$ cat config.mk
export PLATFORM = sky130hd
export DESIGN_NAME = qr_r_dot
export DESIGN_NICKNAME = d
export VERILOG_FILES = /design/src/rtl/qr_pkg.sv /design/src/rtl/round_sat.sv /design/src/rtl/qr_r_dot.sv
export SDC_FILE = /design/constraint.sdc
export NUM_CORES = 1
export LEC_CHECK = 0
export ABC_AREA = 0
export CAP_MARGIN = 20
export CELL_PAD_IN_SITES_DETAIL_PLACEMENT = 0
export CELL_PAD_IN_SITES_GLOBAL_PLACEMENT = 2
export CORE_MARGIN = 5
export CORE_UTILIZATION = 41
export DETAILED_ROUTE_END_ITERATION = 8
export PLACE_DENSITY_LB_ADDON = 0.1
export SYNTH_ARGS = -nofsm -noshare
export SYNTH_HDL_FRONTEND = slang
export SYNTH_HIERARCHICAL = 1
export SYNTH_SLANG_ARGS = --single-unit
$ cat constraint.sdc
create_clock -name clk -period 18.9 [get_ports clk]
set_input_delay 2.835 -clock clk [delete_from_list [all_inputs] [get_ports clk]]
set_output_delay 2.835 -clock clk [all_outputs]
set_load 0.01 [all_outputs]
$ cat src/rtl/qr_pkg.sv
// ============================================================================
// Module  : qr_pkg
// Brief   : Shared constants and types for the Q/R datapath stages.
// Rev     : 1.0  initial release
// ============================================================================
`default_nettype none

package qr_pkg;

    localparam int QR_WIDTH = 16;
    localparam int QR_FRAC  = 14;
    localparam int QR_ACC_W = 2 * QR_WIDTH + 2;

    typedef enum logic [0:0] {
        IDLE = 1'b0,
        MAC  = 1'b1
    } r_dot_state_t;

    typedef logic signed [QR_WIDTH-1:0] qfix_t;

endpackage : qr_pkg

`default_nettype wire

$ cat src/rtl/round_sat.sv
// ============================================================================
// Module  : round_sat
// Brief   : Round-half-up and saturate a wide accumulator down to Q1.FRAC.
// Rev     : 1.0  initial release
// ============================================================================
`default_nettype none

module round_sat
    import qr_pkg::*;
#(
    parameter int ACC_W = QR_ACC_W,
    parameter int WIDTH = QR_WIDTH,
    parameter int FRAC  = QR_FRAC
) (
    input  logic signed [ACC_W-1:0] acc_in,
    output logic signed [WIDTH-1:0] res_out,
    output logic                    clip
);

    localparam logic signed [ACC_W-1:0] HALF    = ACC_W'(1) <<< (FRAC - 1);
    localparam logic signed [ACC_W-1:0] MAX_VAL = ACC_W'((1 << (WIDTH - 1)) - 1);
    localparam logic signed [ACC_W-1:0] MIN_VAL = -MAX_VAL - ACC_W'(1);

    logic signed [ACC_W-1:0] rounded;
    logic signed [ACC_W-1:0] shifted;

    // Accumulator headroom guarantees the rounding add cannot wrap.
    always_comb begin
        rounded = acc_in + HALF;
        shifted = rounded >>> FRAC;
        clip    = 1'b0;
        res_out = shifted[WIDTH-1:0];
        if (shifted > MAX_VAL) begin
            res_out = MAX_VAL[WIDTH-1:0];
            clip    = 1'b1;
        end else if (shifted < MIN_VAL) begin
            res_out = MIN_VAL[WIDTH-1:0];
            clip    = 1'b1;
        end
    end

endmodule : round_sat

`default_nettype wire

$ cat src/rtl/qr_r_dot.sv
// ============================================================================
// Module  : qr_r_dot
// Brief   : R-entry dot product r = q.a over three cycles with one multiplier.
// Rev     : 1.0  initial release
// ============================================================================
`default_nettype none

module qr_r_dot
    import qr_pkg::*;
#(
    parameter int WIDTH = QR_WIDTH,
    parameter int FRAC  = QR_FRAC
) (
    input  logic                    clk,
    input  logic                    reset,
    input  logic                    start,
    input  logic signed [WIDTH-1:0] q1,
    input  logic signed [WIDTH-1:0] q2,
    input  logic signed [WIDTH-1:0] q3,
    input  logic signed [WIDTH-1:0] a1,
    input  logic signed [WIDTH-1:0] a2,
    input  logic signed [WIDTH-1:0] a3,
    output logic signed [WIDTH-1:0] r,
    output logic                    done,
    output logic                    busy,
    output logic                    sat
);

    localparam int ACC_W  = 2 * WIDTH + 2;
    localparam int PROD_W = 2 * WIDTH;

    r_dot_state_t            state_q, state_d;
    logic [1:0]              idx_q, idx_d;
    logic signed [ACC_W-1:0] acc_q, acc_d;
    logic signed [WIDTH-1:0] q1_q, q2_q, q3_q, q1_d, q2_d, q3_d;
    logic signed [WIDTH-1:0] a1_q, a2_q, a3_q, a1_d, a2_d, a3_d;
    logic signed [WIDTH-1:0] r_q, r_d;
    logic                    done_q, done_d;
    logic                    sat_q, sat_d;

    logic signed [WIDTH-1:0]  mul_q, mul_a;
    logic signed [PROD_W-1:0] prod;
    logic signed [ACC_W-1:0]  acc_next;
    logic signed [WIDTH-1:0]  rs_res;
    logic                     rs_clip;

    always_comb begin
        mul_q = '0;
        mul_a = '0;
        case (idx_q)
            2'd0:    begin mul_q = q1_q; mul_a = a1_q; end
            2'd1:    begin mul_q = q2_q; mul_a = a2_q; end
            2'd2:    begin mul_q = q3_q; mul_a = a3_q; end
            default: begin mul_q = '0;   mul_a = '0;   end
        endcase
        prod     = mul_q * mul_a;
        acc_next = acc_q + $signed({{(ACC_W - PROD_W){prod[PROD_W-1]}}, prod});
    end

    round_sat #(
        .ACC_W (ACC_W),
        .WIDTH (WIDTH),
        .FRAC  (FRAC)
    ) u_round_sat (
        .acc_in  (acc_next),
        .res_out (rs_res),
        .clip    (rs_clip)
    );

    always_comb begin
        state_d = state_q;
        idx_d   = idx_q;
        acc_d   = acc_q;
        q1_d    = q1_q;
        q2_d    = q2_q;
        q3_d    = q3_q;
        a1_d    = a1_q;
        a2_d    = a2_q;
        a3_d    = a3_q;
        r_d     = r_q;
        sat_d   = sat_q;
        done_d  = 1'b0;
        case (state_q)
            IDLE: begin
                if (start) begin
                    q1_d    = q1;
                    q2_d    = q2;
                    q3_d    = q3;
                    a1_d    = a1;
                    a2_d    = a2;
                    a3_d    = a3;
                    acc_d   = '0;
                    idx_d   = 2'd0;
                    state_d = MAC;
                end
            end
            MAC: begin
                acc_d = acc_next;
                idx_d = idx_q + 2'd1;
                if (idx_q == 2'd2) begin
                    r_d     = rs_res;
                    sat_d   = rs_clip;
                    done_d  = 1'b1;
                    idx_d   = 2'd0;
                    state_d = IDLE;
                end
            end
            default: state_d = IDLE;
        endcase
    end

    always_ff @(posedge clk) begin
        if (!reset) begin
            state_q <= IDLE;
            idx_q   <= '0;
            acc_q   <= '0;
            q1_q    <= '0;
            q2_q    <= '0;
            q3_q    <= '0;
            a1_q    <= '0;
            a2_q    <= '0;
            a3_q    <= '0;
            r_q     <= '0;
            done_q  <= 1'b0;
            sat_q   <= 1'b0;
        end else begin
            state_q <= state_d;
            idx_q   <= idx_d;
            acc_q   <= acc_d;
            q1_q    <= q1_d;
            q2_q    <= q2_d;
            q3_q    <= q3_d;
            a1_q    <= a1_d;
            a2_q    <= a2_d;
            a3_q    <= a3_d;
            r_q     <= r_d;
            done_q  <= done_d;
            sat_q   <= sat_d;
        end
    end

    assign r    = r_q;
    assign done = done_q;
    assign sat  = sat_q;
    assign busy = (state_q == MAC);

endmodule : qr_r_dot

`default_nettype wire

Word-level counts from Yosys, hierarchy flattened

Index checks and enable logic that the tools add are counted.

Register bits: 151
Input port bits: 99
Output and inout bits: 19
Logic and storage cells: 41

$add $sub $neg: 3
Multipliers: 1
$lt $le $gt $ge: 2
Eq/ne operators: 3
Mux-type cells: 15
Bitwise gates (word level): 1
Reductions and logical operators: 4

Operators by type and width:

| operator                                                                          | number |
|---|---|
| 16-bit one-hot mux with 3 select lines                                            | 2 |
| 34-bit one-hot mux with 2 select lines                                            | 1 |
| 34-bit by 15-bit adder with 34-bit output, second input constant                  | 1 |
| 34-bit by 32-bit adder with 34-bit output                                         | 1 |
| 34-bit 2-to-1 mux                                                                 | 1 |
| 16-bit by 16-bit multiplier with 32-bit output                                    | 1 |
| 16-bit 2-to-1 mux                                                                 | 2 |
| 20-bit by 16-bit greater-than comparator with 1-bit output, second input constant | 1 |
| 20-bit by 16-bit less-than comparator with 1-bit output, second input constant    | 1 |
| 2-bit AND reduction                                                               | 3 |
| 1-bit 2-to-1 mux                                                                  | 5 |
| 2-bit 2-to-1 mux                                                                  | 2 |
| 2-bit one-hot mux with 2 select lines                                             | 1 |
| 2-bit by 1-bit adder with 2-bit output, second input constant                     | 1 |
| 2-bit by 1-bit equality test with 1-bit output, second input constant             | 1 |
| 2-bit equality test, second input constant                                        | 1 |
| 2-bit logical NOT                                                                 | 1 |
| 2-bit inequality test, second input constant                                      | 1 |
| 1-bit one-hot mux with 2 select lines                                             | 1 |
| 1-bit inverter                                                                    | 1 |

Longest topological paths before layout

Word-level depth: 8
Gate-level depth with buffers: 37
Depth with buffers taken out: 32

Hierarchy

The synthesis kept the hierarchy.

Modules (own cells, without submodules):

| module    | times used | cells an instance | area an instance (µm²) |
|---|---|---|---|
| qr_r_dot  | 1          | 1990              | 17204.0 |
| round_sat | 1          | 75                | 594.3 |

Worst setup path before layout

Ideal clock, no wire load.

Path kind: register -> register
Start point: reg idx_q[0]
End point: reg sat_q (netlist: sat)
Library setup time: 0.117 ns
Arrival time: 8.951 ns
Data required time: 18.783 ns
Setup slack: 9.832 ns
Cell stages (with the launch flop): 35
Path buffers: 5
Cell sequence: dfxtp_1 clkbuf_1 buf_1 buf_1 clkbuf_1 nor2_1 a21oi_1 nor2_1 fa_1 inv_1 fa_1 fa_1 inv_1 fa_1 fa_1 inv_1 fa_1 inv_1 ha_1 clkbuf_1 a211oi_1 o21a_1 o31ai_1 a41o_1 a2111oi_4 nor2b_1 a31oi_1 xnor2_1 nand3_1 nor2_1 nand4_1 xor2_1 or4_1 mux2_2 a22o_1

Word-level cells in the longest chain between the ends: 8

RTL lines:

| element                                                 | RTL line        | RTL |
|---|---|---|
| start: declaration                                      | qr_r_dot.sv:33  | `logic [1:0] idx_q, idx_d;` |
| start signal: assignment                                | qr_r_dot.sv:128 | `idx_q <= idx_d;` |
| 2-bit equality test, or another cell as far along       | qr_r_dot.sv:50  | `case (idx_q)` |
| 16-bit one-hot mux with 3 select lines                  | qr_r_dot.sv:50  |  |
| 16-bit by 16-bit multiplier with 32-bit output (*)      | qr_r_dot.sv:56  | `prod = mul_q * mul_a;` |
| 34-bit by 32-bit adder with 34-bit output (*)           | qr_r_dot.sv:57  | `acc_next = acc_q + $signed({{(ACC_W - PROD_W){prod[PROD_W-1]}}, prod});` |
| via acc_next[29]                                        | qr_r_dot.sv:43  | `logic signed [ACC_W-1:0] acc_next;` |
| 34-bit by 15-bit adder with 34-bit output (*)           | round_sat.sv:29 | `rounded = acc_in + HALF;` |
| 20-bit by 16-bit less-than comparator with 1-bit output | round_sat.sv:36 | `end else if (shifted < MIN_VAL) begin` |
| 1-bit 2-to-1 mux                                        | round_sat.sv:36 |  |
| 1-bit 2-to-1 mux (*)                                    | round_sat.sv:33 | `if (shifted > MAX_VAL) begin` |
| via rs_clip                                             | qr_r_dot.sv:45  | `logic rs_clip;` |
| end signal: assignment                                  | qr_r_dot.sv:138 | `sat_q <= sat_d;` |
| end: declaration                                        | qr_r_dot.sv:39  | `logic sat_q, sat_d;` |

The timed path passes the listed nets; every way through them passes the cells marked *.
A chain may end at the register's enable or synchronous reset.

Worst setup path in the final report

Start point: reg idx_q[0]
End point: reg r_q[3] (netlist: r[3])

Word-level cells in the longest chain between the ends: 8

RTL lines:

| element                                                 | RTL line        | RTL |
|---|---|---|
| 2-bit equality test, or another cell as far along       | qr_r_dot.sv:50  |  |
| 16-bit one-hot mux with 3 select lines                  | qr_r_dot.sv:50  |  |
| 16-bit by 16-bit multiplier with 32-bit output (*)      | qr_r_dot.sv:56  |  |
| 34-bit by 32-bit adder with 34-bit output (*)           | qr_r_dot.sv:57  |  |
| via acc_next[28]                                        | qr_r_dot.sv:43  |  |
| 34-bit by 15-bit adder with 34-bit output (*)           | round_sat.sv:29 |  |
| 20-bit by 16-bit less-than comparator with 1-bit output | round_sat.sv:36 |  |
| 16-bit 2-to-1 mux                                       | round_sat.sv:36 |  |
| 16-bit 2-to-1 mux (*)                                   | round_sat.sv:33 |  |
| via rs_res[3]                                           | qr_r_dot.sv:44  | `logic signed [WIDTH-1:0] rs_res;` |
| end signal: assignment                                  | qr_r_dot.sv:136 | `r_q <= r_d;` |
| end: declaration                                        | qr_r_dot.sv:37  | `logic signed [WIDTH-1:0] r_q, r_d;` |

Marks and branches as above.

==> impl_metrics.py <==
metrics = {
    "synthesis": {
        "syn_area_per_cell_um2": 8.62,
        "synthFlopType": "dfxtp_1",
        "netlist_top_cells_count": "inv_1, fa_1, nand2_1",
        "ys_ff_latch": 151,
        "yosysTopAreaCellShare": 0.343,
        "synth.yosys.seq_area_share": 0.170,
        "synth_nets": 2572,
        "synthArstFlopShare": 0,
        "yosysTopAreaCell": "fa_1",
        "yosysWarnings": 6,
        "synth_edf_count": 0,
        "synth_cell_types": 65,
        "netlist_area_mm2": 0.0178,
        "synth_area_leaders": "fa_1, dfxtp_1, inv_1",
        "synthCells": 2065,
        "yosysMostFrequentCell": "inv_1",
    },
    "grt": {
        "grt_pass1_wl_um": 85600,
        "grt_pass1_vias": 15393,
        "grt_usage": 0.236,
        "grt_max_degree": 97,
        "overflow": 0,
        "antenna_found_initial": 0,
    },
    "sta": {
        "min_period_over_period": 0.562,
        "rsz0062_at_grt": "no",
        "skew_ns": 0.0126,
        "tns_ns": 0,
        "worst_pin_slew_ns": 1.15,
        "period_minus_slack_ns": 10.63,
        "timing.slew.headroom": 0.237,
        "hold_viol_final": 0,
        "setup_violations": 0,
        "slew_violations": 0,
        "max_freq_mhz": 94.1,
    },
    "route": {
        "antenna_left": 0,
        "drtIter0Drc": 813,
        "via_per_inst": 5.14,
        "wl_met3_um": 1760,
        "firstDrtPassIters": 5,
        "remaining_drc_errors": 0,
        "met1Wirelength_um": 22400,
        "top_layer": "met4",
        "dr_total_vias": 14065,
        "met2_length_um": 28000,
        "routed_wl_um": 52900,
        "wl_per_cell_um": 19.3,
    },
    "pwr": {
        "p_per_area_mw_per_mm2": 66.2,
        "ir_worst_vdd_mv": 0.0536,
        "power.leakage_nw": 9.70,
    },
    "setup_path": {
        "slowest_stage": "a21oi_1",
        "crit_arrival_ns": 11.02,
        "critPathLaunch": "idx_q[0]",
        "start_kind": "register",
        "critical_path_required_ns": 19.29,
        "cpPeakStageDelay_ns": 0.99,
        "crit_fanout": 43,
        "r2r_slack_ns": 8.27,
        "crit_top_cell": "fa_1",
        "crit_type": "register to register",
        "crit_path_end_kind": "register",
        "r2r-start": "idx_q[0]",
    },
    "finish": {
        "drive_gt1_frac": 0.0483,
        "finalNetCount": 2646,
        "syn2layout_area_growth_pct": 13.5,
        "utilization": 0.470,
        "diodes": 0,
        "stdcell_area_mm2": 0.0202,
    },
    "min_path": {
        "worstHoldStart": "q1_q[0]",
        "hold_class": "register to register",
    },
    "cts": {
        "postCtsHoldBufs": 0,
        "clk_latency_ns": 0.50,
        "cts_buffers": 17,
        "post-cts-setup-buffers": 0,
        "post_cts_resized": 0,
        "cts.sinks": 151,
        "cts_tree": "done",
        "clk_pin_slew_ns": 0.08,
        "cts_buffer_depth": 2,
        "cts.htree.levels": 4,
        "cts-root-buf": "clkbuf_16",
    },
    "outcome": {
        "run_status": "complete, no violations",
    },
    "floorplanning": {
        "num_rows": 76,
        "die-area_mm2": 0.0477,
        "dieWidth_um": 218,
        "initial_core_util": 0.414,
        "ioPinCount": 118,
        "core-area_mm2": 0.0430,
        "die_height_um": 218,
    },
    "flow_run": {
        "maxCapViolCount": 0,
    },
    "place": {
        "gp_congestion": 0.899,
        "place_area_mm2": 0.0196,
        "dp_hpwl_um": 43000,
        "io_buffers": 117,
    },
}
## registers in the layout, summed over array words and instances, names as in the netlist
signal and cells:
acc_q 34, a1_q 16, a2_q 16, a3_q 16, q1_q 16, q2_q 16
q3_q 16, r 16, idx_q 2, busy 1, done 1, sat 1
## layout make-up
| class | count | area (um^2) |
|---|---|---|
| Inverter | 352 | 1320 |
| Tap cell | 585 | 732 |
| Clock inverter | 15 | 169 |
| Timing Repair Buffer | 146 | 1390 |
| Fill cell | 4415 | 22800 |
| Sequential cell | 151 | 3030 |
| Clock buffer | 17 | 425 |
| Multi-Input combinational cell | 1471 | 13100 |
## where the power goes
group / internal, mW / total, mW / switching [mW] / leakage, nW
Combinational: 0.232 / 0.617 / 0.385 / 8.18
Clock: 0.197 / 0.363 / 0.166 / 0.292
Sequential: 0.339 / 0.356 / 0.0169 / 1.23
Total: 0.768 / 1.34 / 0.568 / 9.70
## placed cells by master (no fill, tap or decap), types with 37 or more instances in the layout
cell / n
clkdlybuf4s50_1: 117
mux2i_1: 39
ha_1: 103
nand2_1: 302
inv_1: 350
fa_1: 305
dfxtp_1: 148
a21oi_1: 170
nor2_1: 225
xnor2_1: 37
## path summary, 6_finish.rpt
kind | to | depth (start not counted)
setup / recovery | r[3] | 29
hold / removal | q1_q[0] | 2
setup reg to reg | r[3] | 29
hold reg to reg | q1_q[0] | 2
## per-stage QoR
stage	hold slack (ns)	worst slack (ns)	power, mW	cells
floorplan	0.436	9.83	0.812	2065
global placement	0.443	8.62	0.980	2705
detailed placement	0.447	8.53	0.986	2705
CTS	0.456	8.44	1.36	2737
global route	0.476	7.68	1.45	2737
finish	0.456	8.27	1.34	2737
## metal layers
metal / global-route usage / up-vias
met2: 0.429 / 223
li1: - / 6581
met3: 0.0377 / 46
met1: 0.296 / 7215
met5: 0 / -
met4: 0.0492 / 0
## cell families (layout without fill, tap and decap cells)
kind of cell | Yosys count | after routing | share of synthesized area
AND/OR/NAND/NOR | 652 | 652 | 0.158
buffers and inverters | 443 | 530 | 0.0941
adder cells (fa/ha/maj) | 408 | 408 | 0.415
AO/OA/AOI/OAI | 313 | 313 | 0.110
flip-flops | 151 | 151 | 0.170
XOR/XNOR | 57 | 57 | 0.0292
multiplexers | 41 | 41 | 0.0232
## critical path: cells and delay by family (launching register included)
kind / cells / cell delay, ns
fa+ha+maj: 7 / 3.56
compound gates: 6 / 2.74
simple gates: 9 / 1.98
buf+inv: 5 / 0.78
xor+xnor: 2 / 0.78
flops: 1 / 0.62
(Power assumes the default switching activity.)
